===== config.mk =====
export PLATFORM = sky130hd
export DESIGN_NAME = apb_slave_mem
export DESIGN_NICKNAME = d
export VERILOG_FILES = /design/src/rtl/apb_pkg.sv /design/src/rtl/apb_slv_lfsr.sv /design/src/rtl/apb_slave_mem.sv
export SDC_FILE = /design/constraint.sdc
export NUM_CORES = 1
export LEC_CHECK = 0
export ABC_AREA = 1
export BUFFER_PORTS_ARGS = -buffer_cell sky130_fd_sc_hd__buf_2
export CAP_MARGIN = 5
export CORE_MARGIN = 2
export CORE_UTILIZATION = 57
export CTS_CLUSTER_DIAMETER = 80
export DETAILED_ROUTE_END_ITERATION = 8
export GPL_ROUTABILITY_DRIVEN = 1
export PLACE_DENSITY = 0.87
export SLEW_MARGIN = 40
export SYNTH_ARGS = -nofsm -noshare
export SYNTH_HDL_FRONTEND = slang
export SYNTH_SLANG_ARGS = --single-unit

===== constraint.sdc =====
create_clock -name clk -period 1.75 [get_ports clk]
set_input_delay 0.0875 -clock clk [delete_from_list [all_inputs] [get_ports clk]]
set_output_delay 0.0875 -clock clk [all_outputs]
set_load 0.01 [all_outputs]

===== src/rtl/apb_pkg.sv =====
// rtl/apb_pkg.sv - shared types and constants for the APB slave memory
//
// Purpose: holds the slave FSM state encoding and the fixed memory depth used
// by apb_slave_mem and its testbench.
// Ports: none (package).
package apb_pkg;

  typedef enum logic {
    ST_IDLE   = 1'b0,
    ST_ACCESS = 1'b1
  } apb_slv_state_t;

  localparam int APB_SLV_DEPTH = 16;

  // Reset value of the wait-state LFSR; any non-zero seed keeps it cycling.
  localparam logic [3:0] APB_SLV_LFSR_SEED = 4'hE;

endpackage


===== src/rtl/apb_slv_lfsr.sv =====
// rtl/apb_slv_lfsr.sv - 4-bit maximal-length LFSR used to draw wait states
//
// Purpose: Fibonacci LFSR for polynomial x^4 + x^3 + 1, stepping every cycle.
// Ports:
//   clk     in   clock, state advances on posedge
//   reset   in   asynchronous active-low reset, loads APB_SLV_LFSR_SEED
//   lfsr_o  out  current 4-bit LFSR state
module apb_slv_lfsr
  import apb_pkg::*;
(
  input  logic       clk,
  input  logic       reset,
  output logic [3:0] lfsr_o
);

  logic [3:0] lfsr_q;
  logic [3:0] lfsr_d;

  // Taps at stages 4 and 3 give the full 15-state cycle.
  always_comb begin
    lfsr_d = {lfsr_q[2:0], lfsr_q[3] ^ lfsr_q[2]};
  end

  always_ff @(posedge clk or negedge reset) begin
    if (!reset) begin
      lfsr_q <= APB_SLV_LFSR_SEED;
    end else begin
      lfsr_q <= lfsr_d;
    end
  end

  assign lfsr_o = lfsr_q;

endmodule


===== src/rtl/apb_slave_mem.sv =====
// rtl/apb_slave_mem.sv - APB slave backed by a 16 x 32-bit register memory
//
// Purpose: decodes a 256-byte window at BASE_ADDR and serves APB reads and
// writes to 16 words. Out-of-window accesses complete with pslverr_o=1.
// Optional macro APB_SLAVE_WAIT_EN: inserts 0-3 pseudo-random wait cycles per
// transfer from an apb_slv_lfsr instance; without it every access phase
// completes in its first cycle.
// Ports:
//   clk        in   clock
//   reset      in   asynchronous active-low reset
//   psel_i     in   APB select
//   penable_i  in   APB enable (access phase)
//   paddr_i    in   byte address [31:0]; [1:0] and [7:6] are don't-care
//   pwrite_i   in   1 = write, 0 = read
//   pwdata_i   in   write data [31:0]
//   pready_o   out  transfer complete
//   prdata_o   out  read data [31:0], zero unless completing an in-window read
//   pslverr_o  out  error response, only while pready_o=1
module apb_slave_mem
  import apb_pkg::*;
#(
  parameter logic [31:0] BASE_ADDR = 32'hDEAD_CA00,
  parameter int          DEPTH     = APB_SLV_DEPTH
) (
  input  logic        clk,
  input  logic        reset,
  input  logic        psel_i,
  input  logic        penable_i,
  input  logic [31:0] paddr_i,
  input  logic        pwrite_i,
  input  logic [31:0] pwdata_i,
  output logic        pready_o,
  output logic [31:0] prdata_o,
  output logic        pslverr_o
);

  apb_slv_state_t state_q;
  apb_slv_state_t state_d;
  logic [1:0]     wait_q;
  logic [1:0]     wait_d;
  logic [31:0]    mem_q [DEPTH];
  logic [31:0]    mem_d [DEPTH];

  logic [1:0]     wait_load;
  logic           hit;
  logic [3:0]     word_idx;
  logic           do_write;

  // Address bits outside the decode compare and the word index.
  logic           unused_addr_bits;
  assign unused_addr_bits = ^{paddr_i[7:6], paddr_i[1:0]};

`ifdef APB_SLAVE_WAIT_EN
  logic [3:0] lfsr;

  apb_slv_lfsr u_lfsr (
    .clk    (clk),
    .reset  (reset),
    .lfsr_o (lfsr)
  );

  logic unused_lfsr_bits;
  assign unused_lfsr_bits = ^lfsr[3:2];
  assign wait_load = lfsr[1:0];
`else
  assign wait_load = 2'd0;
`endif

  assign hit      = (paddr_i[31:8] == BASE_ADDR[31:8]);
  assign word_idx = paddr_i[5:2];

  // Completion is combinational so a zero-wait transfer finishes in the
  // first access cycle; state_q is cleared asynchronously, so reset forces
  // every response output low at once.
  always_comb begin
    pready_o  = 1'b0;
    pslverr_o = 1'b0;
    prdata_o  = 32'h0;
    if ((state_q == ST_ACCESS) && psel_i && penable_i && (wait_q == 2'd0)) begin
      pready_o  = 1'b1;
      pslverr_o = !hit;
      if (hit && !pwrite_i) begin
        prdata_o = mem_q[word_idx];
      end
    end
  end

  assign do_write = pready_o && pwrite_i && hit;

  always_comb begin
    state_d = state_q;
    wait_d  = wait_q;
    unique case (state_q)
      ST_IDLE: begin
        // penable_i without a preceding setup phase is ignored here.
        if (psel_i && !penable_i) begin
          state_d = ST_ACCESS;
          wait_d  = wait_load;
        end
      end
      ST_ACCESS: begin
        if (!psel_i || pready_o) begin
          // Abandoned or completed; IDLE can accept the next setup phase
          // in the following cycle.
          state_d = ST_IDLE;
          wait_d  = 2'd0;
        end else if (wait_q != 2'd0) begin
          wait_d = wait_q - 2'd1;
        end
      end
      default: begin
        state_d = ST_IDLE;
        wait_d  = 2'd0;
      end
    endcase
  end

  // The write lands on the completing edge, so a read in the very next
  // transfer already sees the new word.
  always_comb begin
    for (int i = 0; i < DEPTH; i++) begin
      mem_d[i] = mem_q[i];
    end
    if (do_write) begin
      mem_d[word_idx] = pwdata_i;
    end
  end

  always_ff @(posedge clk or negedge reset) begin
    if (!reset) begin
      state_q <= ST_IDLE;
      wait_q  <= 2'd0;
      for (int i = 0; i < DEPTH; i++) begin
        mem_q[i] <= 32'h0;
      end
    end else begin
      state_q <= state_d;
      wait_q  <= wait_d;
      for (int i = 0; i < DEPTH; i++) begin
        mem_q[i] <= mem_d[i];
      end
    end
  end

endmodule


==> results of run 1 <==
-- synthesized netlist by cell type --
cell type  number
nand2_1      2366
inv_1         568
nand4_1       529
dfrtp_1       515
clkbuf_1      215
buf_2         128
nor2_1         61
o21ai_0        35
buf_1          32
inv_2           3
nor2_2          2
ha_1            1
nor2_4          1
nor3_2          1
o22ai_1         1
o31ai_1         1
-- repair_timing --
| action | CTS |
|---|---|
| gates resized for setup | 233 |
| pin swaps | 46 |
| endpoints found under the setup margin | 467 |
| cloned | 75 |
| setup buffers | 70 |
| hold endpoints to repair | 1030 |
| hold buffers | 38 |
-- layer usage --
metal	global-route usage (%)	GRT overflow
met4	71.7	31
met2	88.5	49
met3	73.3	4
met1	74.6	4
met5	61.4	1
-- kinds of logic after synthesis --
group           share of synthesized area, %
flops                                   44.1
simple gates                            42.6
compound gates                         0.646
fa+ha+maj                             0.0428
buf+inv                                 12.7
-- per-stage QoR --
step	instance area, um^2	worst slack [ns]	util, %	hold WS [ns]	TNS, ns
floorplan	29300	0.00764	-	-0.208	0
global placement	31600	-0.0630	61.9	-0.0186	-3.46
detailed placement	31600	-0.102	61.9	-0.0226	-10.43
CTS	37200	-0.484	73.0	0.0547	-153.43
==> impl_metrics.toml, run 1 <==
[synth]
synth_top_area_share_pct = 44.1
synth.net_count = 4529
synth_area_um2 = 29300
yosysUniqueCellTypes = 16
synth.area.top_cells = "dfrtp_1, nand2_1, nand4_1"
yosysSeqAreaShare_pct = 44.1
syn_area_per_cell_um2 = 6.56
synth_warnings = 0
ys_ff_latch = 515
postSynthCellCount = 4459
yosysTopAreaCell = "dfrtp_1"

[clock_network]
numClockSinks = 515
cts_buffers = 54
clockBufferDepth = 3
h-tree-depth = 2
clockRootBuffer = "clkbuf_16"

[floorplanning]
fp.dieW_um = 231
io-pin-count = 103
rows = 83
initial_core_util_pct = 57.4
fp.dieH_um = 231

[placement]
place_hpwl_mm = 59.3
gp_congestion = 0.912
placed_cells = 5046
io_buffers = 98

[run_status]
outcome = "did not finish"
error_line = "[ERROR GRT-0232] Routing congestion too high. Check the congestion heatmap in the GUI."
haltStage = "global routing (5_1_grt)"

[sta]
worst-ep-kind = "primary output"
postGrtWorstEndpoint = "prdata_o[10]"

[global_routing]
antenna_found_initial = 37
overflow = 89
track_usage_pct = 77.5
grt_max_degree = 81
==> inputs of run 2 (changes only) <==
CORE_UTILIZATION = 40   (was 57)
CTS_CLUSTER_DIAMETER = default   (was 80)
PLACE_DENSITY = default   (was 0.87)
PLACE_DENSITY_LB_ADDON = 0.15   (was default)
clock period = 2.3 ns   (was 1.75 ns; I/O delays follow)
==> run 2 against run 1 <==
Against the previous run:
- the flow now finishes, with violations (setup timing)
- area after synthesis is the same
- synthesized cell count did not move
==> impl_metrics.toml, run 2 <==
[critical_path]
crit_fanout = 8
cp.arrival_ns = 2.23
critPathKind = "register to output port"
startpoint_type = "register"
critPathRequiredTime_ns = 2.18
cp-end-kind = "output port"

[route]
antenna_left = 0
drt_pass1_iterations = 7
vias_per_cell = 5.20
drc_errors = 0
num_vias = 28200
drt-initial-drc-count = 2706
drt_wl_total_mm = 107
detail_route.wl_per_cell_um = 19.6

[clock_network]
clk_latency_ns = 0.65
cts_buffers = 60
cts_tree = "done"
h-tree-depth = 2
numClockSinks = 515
clockRootBuffer = "clkbuf_16"
clkTransAtPathRegs_ns = 0.06
clockBufferDepth = 3

[global_routing]
grt_pass1_wl_mm = 166
grt_pass1_vias = 26800
antenna_found_initial = 3
track_usage_pct = 28.7
grt_max_degree = 119
overflow = 0

[power]
power_density_nw_per_um2 = 616
power_frac_seq_pct = 43.6
p_comb_share_pct = 10.0
power_leakage_nw = 18.9
clockPowerShare_pct = 46.4
p_int_mw = 15.3
p_sw_mw = 5.54
p_total_mw = 20.8
switching_share_pct = 26.6
max-vdd-ir-drop_v = 0.000606

[sta]
setup-violations-final = 2
report.final.slew_viol_count = 0
tightest_slew_ns = 0.585
max-slew-margin-rel_pct = 61.0
rsz0062_at_grt = "true"
finClkSkew_ns = 0.0264
fmax_mhz = 426
post-route-period-util_pct = 102
fin_crit_ns = 2.35
hold_viol = 0
setup_ws_ns = -0.0457
setup_tns_ns = -0.0551

[cells_and_area]
nNetsFinal = 4504
syn2layout_area_growth_pct = 15.4
ff_latch_area_um2 = 12900
layout-drive-gt1-share_pct = 8.58
design_area_um2 = 33800
fill_cells = 7475
regMostFlops = "mem_q"
multi_input_area_um2 = 12900
largest_reg_flops = 512
final_common_cell = "nand2_1"
final_cells = 5434
final_cell_mix = "nand2_1, inv_1, nand4_1"
reg.largest.list = "mem_q (512), wait_q (2), state_q (1)"

[placement]
place_area_um2 = 31200
place_hpwl_mm = 63.3
gp_congestion = 0.827
io_buffers = 98
placed_cells = 5288

[floorplanning]
die_area_um2 = 75300
core_um2 = 72700
io-pin-count = 103
fp.dieH_um = 274
fp.dieW_um = 274
rows = 99
initial_core_util_pct = 40.2

[synth]
synth-edff-count = 0
yosysMostFrequentCell = "nand2_1"
synth.area.top_cells = "dfrtp_1, nand2_1, nand4_1"
netlist_top_cells_count = "nand2_1, inv_1, nand4_1"
synth-main-ff-cell = "dfrtp_1"
synth_warnings = 0
synth.net_count = 4529
synth_area_um2 = 29300
yosysUniqueCellTypes = 16
postSynthCellCount = 4459
async_flop_share_pct = 100
synth_top_area_share_pct = 44.1
yosysTopAreaCell = "dfrtp_1"
yosysSeqAreaShare_pct = 44.1
syn_area_per_cell_um2 = 6.56
ys_ff_latch = 515

[flow_run]
maxCapViolations = 0

[worst_hold_path]
hp-class = "input pin to asynchronous set/reset pin"

[run_status]
violations = "setup timing"
outcome = "complete, but fails checks"
run 2: power by group through the flow:
stage | registers [mW] | logic, mW | clock network [mW]
after detailed placement | 9.23 | 1.98 | 0
final | 9.07 | 2.09 | 9.64
after global routing | 9.06 | 2.30 | 10.2
after CTS | 9.07 | 2.07 | 9.82
after global placement | 9.23 | 1.99 | 0
after floorplan | 9.23 | 1.03 | 0
run 2: layer usage:
layer	vias up	global-route usage [%]	share of wire (%)
li1	13600	-	-
met1	13500	41.0	46
met2	944	45.3	45
met3	155	4.33	7.1
met4	4	7.42	2.2
met5	-	0	0.024
run 2: logic make-up (layout without fill, tap and decap cells):
group                      after synthesis  in the layout  share of synthesized area, %
and+or+nand+nor                       2960           2960                          42.6
adders and majority gates                1              1                        0.0428
other                                    0              2                             0
DFF                                    515            515                          44.1
buffers and inverters                  946            960                          12.7
AOI/OAI and AO/OA                       37             37                         0.646
run 2: worst max-delay path, stage by stage, from the launching register on:
cell     delay, ns
dfrtp_1       0.38
inv_1         0.06
ha_2          0.20
nand2_4       0.07
nor2_4        0.08
nand4_1       0.10
buf_6         0.18
buf_12        0.17
nor2_4        0.12
buf_6         0.12
buf_6         0.10
run 2: final cells by class:
type	count	share of cell area, %
sequential	515	38.2
tap	959	3.55
clock inverter	13	0.519
timing repair buffer	288	7.96
antenna	2	0.0148
multi-input combinational	2998	38.2
clock buffer	88	5.18
inverter	571	6.38
run 2: stage by stage:
stage	hold slack [ns]	utilization (%)	setup slack (ns)
detailed placement	0.120	42.9	0.290
floorplan	-0.181	-	0.558
finish	0.0420	46.4	-0.0457
global route	0.0633	46.4	-0.137
CTS	0.0284	46.4	-0.0551
global placement	0.118	42.9	0.309
run 2: worst paths after layout:
kind	from	to	slack, ns	depth (start not counted)
max	wait_q[0]$_DFFE_PN0P_	prdata_o[31]	-0.05	10
min	reset	mem_q[111]$_DFFE_PN0P_	0.04	2
max reg2reg	wait_q[0]$_DFFE_PN0P_	mem_q[50]$_DFFE_PN0P_	0.10	10
min reg2reg	mem_q[235]$_DFFE_PN0P_	mem_q[235]$_DFFE_PN0P_	0.47	2
max in group asynchronous	reset	mem_q[198]$_DFFE_PN0P_	1.47	3
min in group clk	pwrite_i	mem_q[392]$_DFFE_PN0P_	0.11	6
run 2: timing repair:
action                                 4_1_cts  5_1_grt
setup endpoints to repair                   32       32
gates cloned                                 2        0
pin swaps                                    7       14
setup buffers                                3        2
gates resized for setup                     44       10
hold buffers                                36        0
endpoints found under the hold margin     1029        0
(Power assumes the default switching activity.)
